[config.mk]
export PLATFORM = sky130hd
export DESIGN_NAME = myproject_mul_share_arb
export DESIGN_NICKNAME = d
export VERILOG_FILES = /design/src/rtl/myproject_mul_share_arb.sv
export SDC_FILE = /design/constraint.sdc
export NUM_CORES = 1
export LEC_CHECK = 0
export ABC_AREA = 1
export ABC_CLOCK_PERIOD_IN_PS = 17900
export CORE_MARGIN = 5
export CORE_UTILIZATION = 35
export CTS_CLUSTER_SIZE = 30
export DETAILED_ROUTE_END_ITERATION = 8
export PLACE_DENSITY = 0.67
export SLEW_MARGIN = 10
export SYNTH_ARGS = -nofsm -noshare
export SYNTH_HDL_FRONTEND = slang
export SYNTH_SLANG_ARGS = --single-unit
[constraint.sdc]
create_clock -name ap_clk -period 17.9 [get_ports ap_clk]
set_input_delay 3.58 -clock ap_clk [delete_from_list [all_inputs] [get_ports ap_clk]]
set_output_delay 3.58 -clock ap_clk [all_outputs]
set_load 0.03 [all_outputs]
[src/rtl/myproject_mul_share_arb.sv]
// Shares one pipelined signed multiplier among NUM_REQ requesters with round-robin arbitration.
// Define MYPROJECT_MUL_ARB_STATS_EN to add the stat_issue_cnt / stat_stall_cnt counters.
module myproject_mul_share_arb #(
  parameter int NUM_REQ    = 4,
  parameter int DIN_WIDTH  = 16,
  parameter int DOUT_WIDTH = 26,
  parameter int NUM_STAGE  = 2
) (
  input  logic                          ap_clk,
  input  logic                          ap_rst,
  input  logic [NUM_REQ-1:0]            req_valid,
  output logic [NUM_REQ-1:0]            req_ready,
  input  logic [NUM_REQ*DIN_WIDTH-1:0]  req_a,
  input  logic [NUM_REQ*DIN_WIDTH-1:0]  req_b,
  output logic [NUM_REQ-1:0]            rsp_valid,
  output logic signed [DOUT_WIDTH-1:0]  rsp_data,
  input  logic                          rsp_ready
`ifdef MYPROJECT_MUL_ARB_STATS_EN
  ,
  output logic [31:0]                   stat_issue_cnt,
  output logic [31:0]                   stat_stall_cnt
`endif
);

  localparam int PTR_W = (NUM_REQ > 1) ? $clog2(NUM_REQ) : 1;

  logic [PTR_W-1:0]             rr_ptr;
  logic [PTR_W-1:0]             ptr_nxt;
  logic [NUM_REQ-1:0]           grant;
  logic                         stall;
  logic                         advance;
  logic signed [DIN_WIDTH-1:0]  sel_a;
  logic signed [DIN_WIDTH-1:0]  sel_b;
  logic signed [DIN_WIDTH-1:0]  a_q;
  logic signed [DIN_WIDTH-1:0]  b_q;
  logic signed [DOUT_WIDTH-1:0] prod;
  logic [NUM_REQ-1:0]           tag_q [NUM_STAGE];

  function automatic int wrap_add(input int base, input int off);
    return (base + off) % NUM_REQ;
  endfunction

  assign stall   = (|rsp_valid) & ~rsp_ready;
  assign advance = ~stall;

  // Scan offsets from the far end down so the nearest valid requester above rr_ptr wins.
  always_comb begin
    // NOTE: every combinational output gets a default first, so no path can infer a latch.
    grant = '0;
    if (advance && !ap_rst) begin
      for (int k = NUM_REQ - 1; k >= 0; k--) begin
        if (req_valid[PTR_W'(wrap_add(int'(rr_ptr), k))]) begin
          grant = '0;
          grant[PTR_W'(wrap_add(int'(rr_ptr), k))] = 1'b1;
        end
      end
    end
  end

  always_comb begin
    sel_a   = '0;
    sel_b   = '0;
    ptr_nxt = rr_ptr;
    for (int i = 0; i < NUM_REQ; i++) begin
      if (grant[i]) begin
        sel_a   = req_a[i*DIN_WIDTH +: DIN_WIDTH];
        sel_b   = req_b[i*DIN_WIDTH +: DIN_WIDTH];
        ptr_nxt = PTR_W'(wrap_add(i, 1));
      end
    end
  end

  assign req_ready = grant;

  // NOTE: state registers use non-blocking assignments so all stages update from pre-edge values.
  // NOTE: datapath registers are reset as well, so rsp_data reads 0 straight out of reset.
  always_ff @(posedge ap_clk or posedge ap_rst) begin
    if (ap_rst) begin
      rr_ptr <= '0;
      a_q    <= '0;
      b_q    <= '0;
    end else begin
      if (|grant) rr_ptr <= ptr_nxt;
      if (advance) begin
        a_q <= sel_a;
        b_q <= sel_b;
      end
    end
  end

  // A zero tag marks an empty stage; the tag doubles as the valid bit.
  always_ff @(posedge ap_clk or posedge ap_rst) begin
    if (ap_rst) begin
      for (int s = 0; s < NUM_STAGE; s++) tag_q[s] <= '0;
    end else if (advance) begin
      tag_q[0] <= grant;
      for (int s = 1; s < NUM_STAGE; s++) tag_q[s] <= tag_q[s-1];
    end
  end

  // Low DOUT_WIDTH bits of the sign-extended product equal those of the full 2*DIN_WIDTH product.
  assign prod = DOUT_WIDTH'(a_q) * DOUT_WIDTH'(b_q);

  if (NUM_STAGE == 1) begin : g_one_stage
    assign rsp_data = prod;
  end else begin : g_multi_stage
    logic signed [DOUT_WIDTH-1:0] prod_q [1:NUM_STAGE-1];

    always_ff @(posedge ap_clk or posedge ap_rst) begin
      if (ap_rst) begin
        for (int s = 1; s < NUM_STAGE; s++) prod_q[s] <= '0;
      end else if (advance) begin
        prod_q[1] <= prod;
        for (int s = 2; s < NUM_STAGE; s++) prod_q[s] <= prod_q[s-1];
      end
    end

    assign rsp_data = prod_q[NUM_STAGE-1];
  end

  assign rsp_valid = tag_q[NUM_STAGE-1];

`ifdef MYPROJECT_MUL_ARB_STATS_EN
  always_ff @(posedge ap_clk or posedge ap_rst) begin
    if (ap_rst) begin
      stat_issue_cnt <= '0;
      stat_stall_cnt <= '0;
    end else begin
      if (|grant) stat_issue_cnt <= stat_issue_cnt + 32'd1;
      if (stall)  stat_stall_cnt <= stat_stall_cnt + 32'd1;
    end
  end
`endif

endmodule

# == Word level (Yosys, flattened, before mapping) ==
# Index checks and enable logic that the tools add are counted.
# totals
regBits,68
latchBits,0
ramBits,0
rom_bits,0
memories,0
# classes
add_sub_neg,3
n_mul,1
n_div,0
magnitude_cmp,8
n_eq_ne,0
shifts,0
muxes,37
n_bitwise,3
n_reduce_logical,10
# ops
cell,count
2-to-1 mux 16 bit,8
multiplier 16 x 16 -> 26 bit,1
2-to-1 mux 4 bit,5
"< comparator 2 x 4 -> 1 bit, second input constant",4
2-to-1 mux 1 bit,12
binary-select mux 1 bit (select 2 bit),4
demux 1 bit (select 2 bit),4
"greater-or-equal comparator 2 x 1 -> 1 bit, second input constant",4
2-to-1 mux 2 bit,4
OR reduction 4 bit,2
logical AND 1 bit,5
"adder 2 bit, second input constant",2
nonzero test 4 bit,1
"adder 2 x 1 -> 2 bit, second input constant",1
inverter 1 bit,2
AND reduction 2 bit,1
AND 1 bit,1
logical NOT 1 bit,1

# == Longest topological paths before layout ==
# depth
ltp_word,14
depth_mapped,26
depth_no_buf,24

# == Worst setup path after synthesis ==
# No wires, ideal clock.
# synth_timing
path_kind,input-to-output
from,input port req_valid[1]
to,output port req_ready[3]
t_arrival_ps,4724
setup_slack_ps,9596
cell_stages,11
path_buffers,2
cell_sequence,nand2_1 -> nand3_2 -> nand2_2 -> nand4_1 -> nand2_1 -> o21bai_1 -> nand2_1 -> nand2_1 -> buf_4 -> buf_4 -> inv_1
# synth_via
elab_chain_cells,8
elab_cells_between_ends,17
classes_between,mux: 17
# synth_lines
item,line,source
start: declaration,11,"input logic [NUM_REQ-1:0] req_valid,"
binary-select mux 1 bit (select 2 bit),52,"if (req_valid[PTR_W'(wrap_add(int'(rr_ptr), k))]) begin"
2-to-1 mux 1 bit (implied by the code) (2 in a row),52,
2-to-1 mux 4 bit (3 in a row),52,
2-to-1 mux 4 bit *,52,
2-to-1 mux 4 bit *,50,if (advance && !ap_rst) begin
end: declaration,12,"output logic [NUM_REQ-1:0] req_ready,"
# Every way passes the cells marked *; elsewhere a longest branch is shown, timed or not. The select of a mux whose other input is x is not followed.

# == Worst setup path after layout ==
# layout_timing
from,input port rsp_ready
to,output port req_ready[3]
# layout_via
elab_chain_cells,5
# layout_lines
item,line,source
start: declaration,17,input logic rsp_ready
inverter 1 bit,43,assign stall = (|rsp_valid) & ~rsp_ready;
AND 1 bit,43,
inverter 1 bit,44,assign advance = ~stall;
logical AND 1 bit,50,
2-to-1 mux 4 bit,50,
# Every way passes these cells.

==> results.ini <==
[placed_design]
dpl_cell_area_sq_um=14800
dpl.hpwl_microns=29400
dp_cells=2323
port_buffers=168
routabilityCongestion=0.892

[logic_synthesis]
synth_seq_cells=68
synthesis.nets=2198
synth_cell_types=39
yosysSeqAreaShare_pct=13.2
yosys_most_used_dff=dfrtp_1
synthCells=1771
syn-cell-area_sq_um=12900
synth_area_leader_cell=fa_1
synth-simple-area-share_pct=24.4
ys_warn_count=0
yosysTopAreaCellShare_pct=32.4
syn_area_per_cell_sq_um=7.29
synth_top_family_by_area=adder cells
synth_area_leaders=fa_1, nand2_1, inv_1
synth_compound_area_share_pct=4.37
synthMuxAreaShare_pct=0
synthXorXnorAreaFrac_pct=1.02
synth-async-reset-ratio_pct=100
synth_enable_flop_cells=0
synth_fa_ha_area_share_pct=40.5

[detailed_routing]
drt_pass1_iterations=7
wirelength_microns=36700
drtIter0Drc=650
drc_errors=0
via_count=11200
antenna_left=0
vias_per_cell=4.80
wl_per_cell_microns=15.7

[timing]
setup_violations=0
rsz0062_at_grt=no
fin_skew_ns=0.0140
slew_headroom_pct=28.9
worst-slew-pin-transition_ns=1.07
fin_crit_sh_pct=57.7
hold_viol_final=0
fmax_mhz=96.9
fin_setup_tns_ns=0
layout_min_cycle_time_ns=10.32
drv_slew=0
holdWs_ns=0.479

[setup_path]
cp.arrival_ns=6.74
rr_worst_depth=20
crit_type=input port to primary output
end_kind=primary output
crit_fanout=67
critPathRequiredTime_ns=14.32
cp-start-kind=input port

[die]
fp-row-count=70
core_sq_um=36500
fp.dieW_microns=202
initial_core_util_pct=35.3
die_h_microns=202
ioPinCount=169
die-area_sq_um=40800

[min_path]
hold_path.class=flip-flop to flip-flop
hold_path_depth=2

[cts]
clockRootBuffer=clkbuf_16
insertion_delay_ns=0.35
post_cts_buffers=0
cts_tree=yes
clockBufferDepth=2
clkSlewWorstSetupHoldPaths_ns=0.06
cts-resized-gates=0
cts_max_level=3
cts_hold_buf=0
cts_made_buffers=9
cts_sinks=68

[finish]
syn_to_final_growth_pct=16.9
drive_gt1_share_pct=4.76
diodes=0
final_area_sq_um=15100
fin_cells=2338
nNetsFinal=2293

[global_routing]
grt_pass1_vias=11900
gr-total-overflow=0
grt_antenna_before_repair=0
grt.total_usage_pct=18.1
grt_max_degree=69
grt_first_pass_wirelength_microns=59800

[status]
status=finished, final reports clean

[job]
drv_cap=0

-- Yosys cell counts (3+ instances only) --
master    count
buf_6         3
nand3b_1      4
o21bai_1      3
nand2_2       7
nand2_1     521
a31oi_1      10
nand3_1      75
inv_1       455
buf_4        11
or2_2        47
dfrtp_1      68
a21oi_1      29
ha_1         83
fa_1        209
o21ai_0      32
o21ai_1      19
xor2_1        8
clkbuf_1     69
inv_2         4
nand4_1      22
nor2_1       57
xnor2_1       7
a21o_1        3
buf_2         6
-- final cells by class --
class / instances / area (sq um)
sequential: 68 / 1700
tap: 468 / 586
fill: 3730 / 21400
clock inverter: 6 / 41.3
inverter: 461 / 1730
clock buffer: 9 / 225
timing repair buffer: 173 / 1720
multi-input combinational: 1153 / 9080
-- kinds of logic (layout without fill, tap and decap cells) --
family,count (synthesis),count (layout)
AND/OR/NAND/NOR,744,744
AO/OA/AOI/OAI,102,102
buffers and inverters,550,649
adder cells (fa/ha/maj),292,292
XOR/XNOR,15,15
flip-flops,68,68
-- through the flow --
stage	setup slack (ns)	utilization (%)
after floorplan	9.60	-
after global placement	7.69	40.6
after detailed placement	7.59	40.6
after CTS	7.55	41.3
after global routing	7.30	41.3
final	7.58	41.3
-- sequential cells by signal (all words and copies together) (netlist names) --
register / count
a_q: 16
b_q: 16
rr_ptr: 2
rsp_data: 26
rsp_valid: 4
tag_q: 4
-- worst max-delay path, cell delays in order --
cell             delay [ns]
clkdlybuf4s50_1        0.46
a21oi_4                0.13
buf_4                  0.54
nor2_1                 0.09
buf_4                  0.23
nand2_1                0.09
inv_1                  0.04
nand2_2                0.74
inv_1                  0.17
clkdlybuf4s50_1        0.65
-- per-layer routing --
layer,part of all wire (%),vias to the layer above,global-route usage (%)
met5,0,-,0
met4,3.5,0,6.59
met3,8.0,86,4.41
met2,49,415,31.2
met1,39,5425,22.1
li1,-,5300,-
-- worst paths after layout --
kind | slack, ns | to | start
max | 7.58 | req_ready[3] | rsp_ready
min | 0.48 | b_q[15] | b_q[15]
max reg2reg | 11.47 | rsp_data[25] | b_q[2]
min reg2reg | 0.48 | b_q[15] | b_q[15]
max in group asynchronous | 13.46 | rsp_data[25] | ap_rst
min in group asynchronous | 3.84 | rsp_valid[1] | ap_rst
-- cell usage in the layout, fill, tap and decap left out, types with 2 or more instances in the layout --
master           netlist  final
xor2_1                 8      8
nand4_1               22     22
o21ai_1               19     19
fa_1                 209    209
o21bai_1               3      3
inv_1                455    454
a21o_1                 3      3
xnor2_1                7      7
o21ai_0               32     32
clkbuf_16              0      9
clkinv_2               1      3
nand2_1              521    520
nand3_2                2      2
buf_4                 11      5
ha_1                  83     83
inv_2                  4      5
nor4_1                 2      2
clkdlybuf4s50_1        0    168
dfrtp_1               68     68
o31ai_1                2      2
or2_2                 47     47
nand3_1               75     75
nand2_2                7      8
nand3b_1               4      4
nor2_1                57     57
a21oi_1               29     28
clkinvlp_4             0      3
nor3_1                 2      2
a31oi_1               10     10
Power is left out: the tool's default activity adds up to more than one toggle a clock period on the data nets, which glitch-free logic cannot reach.
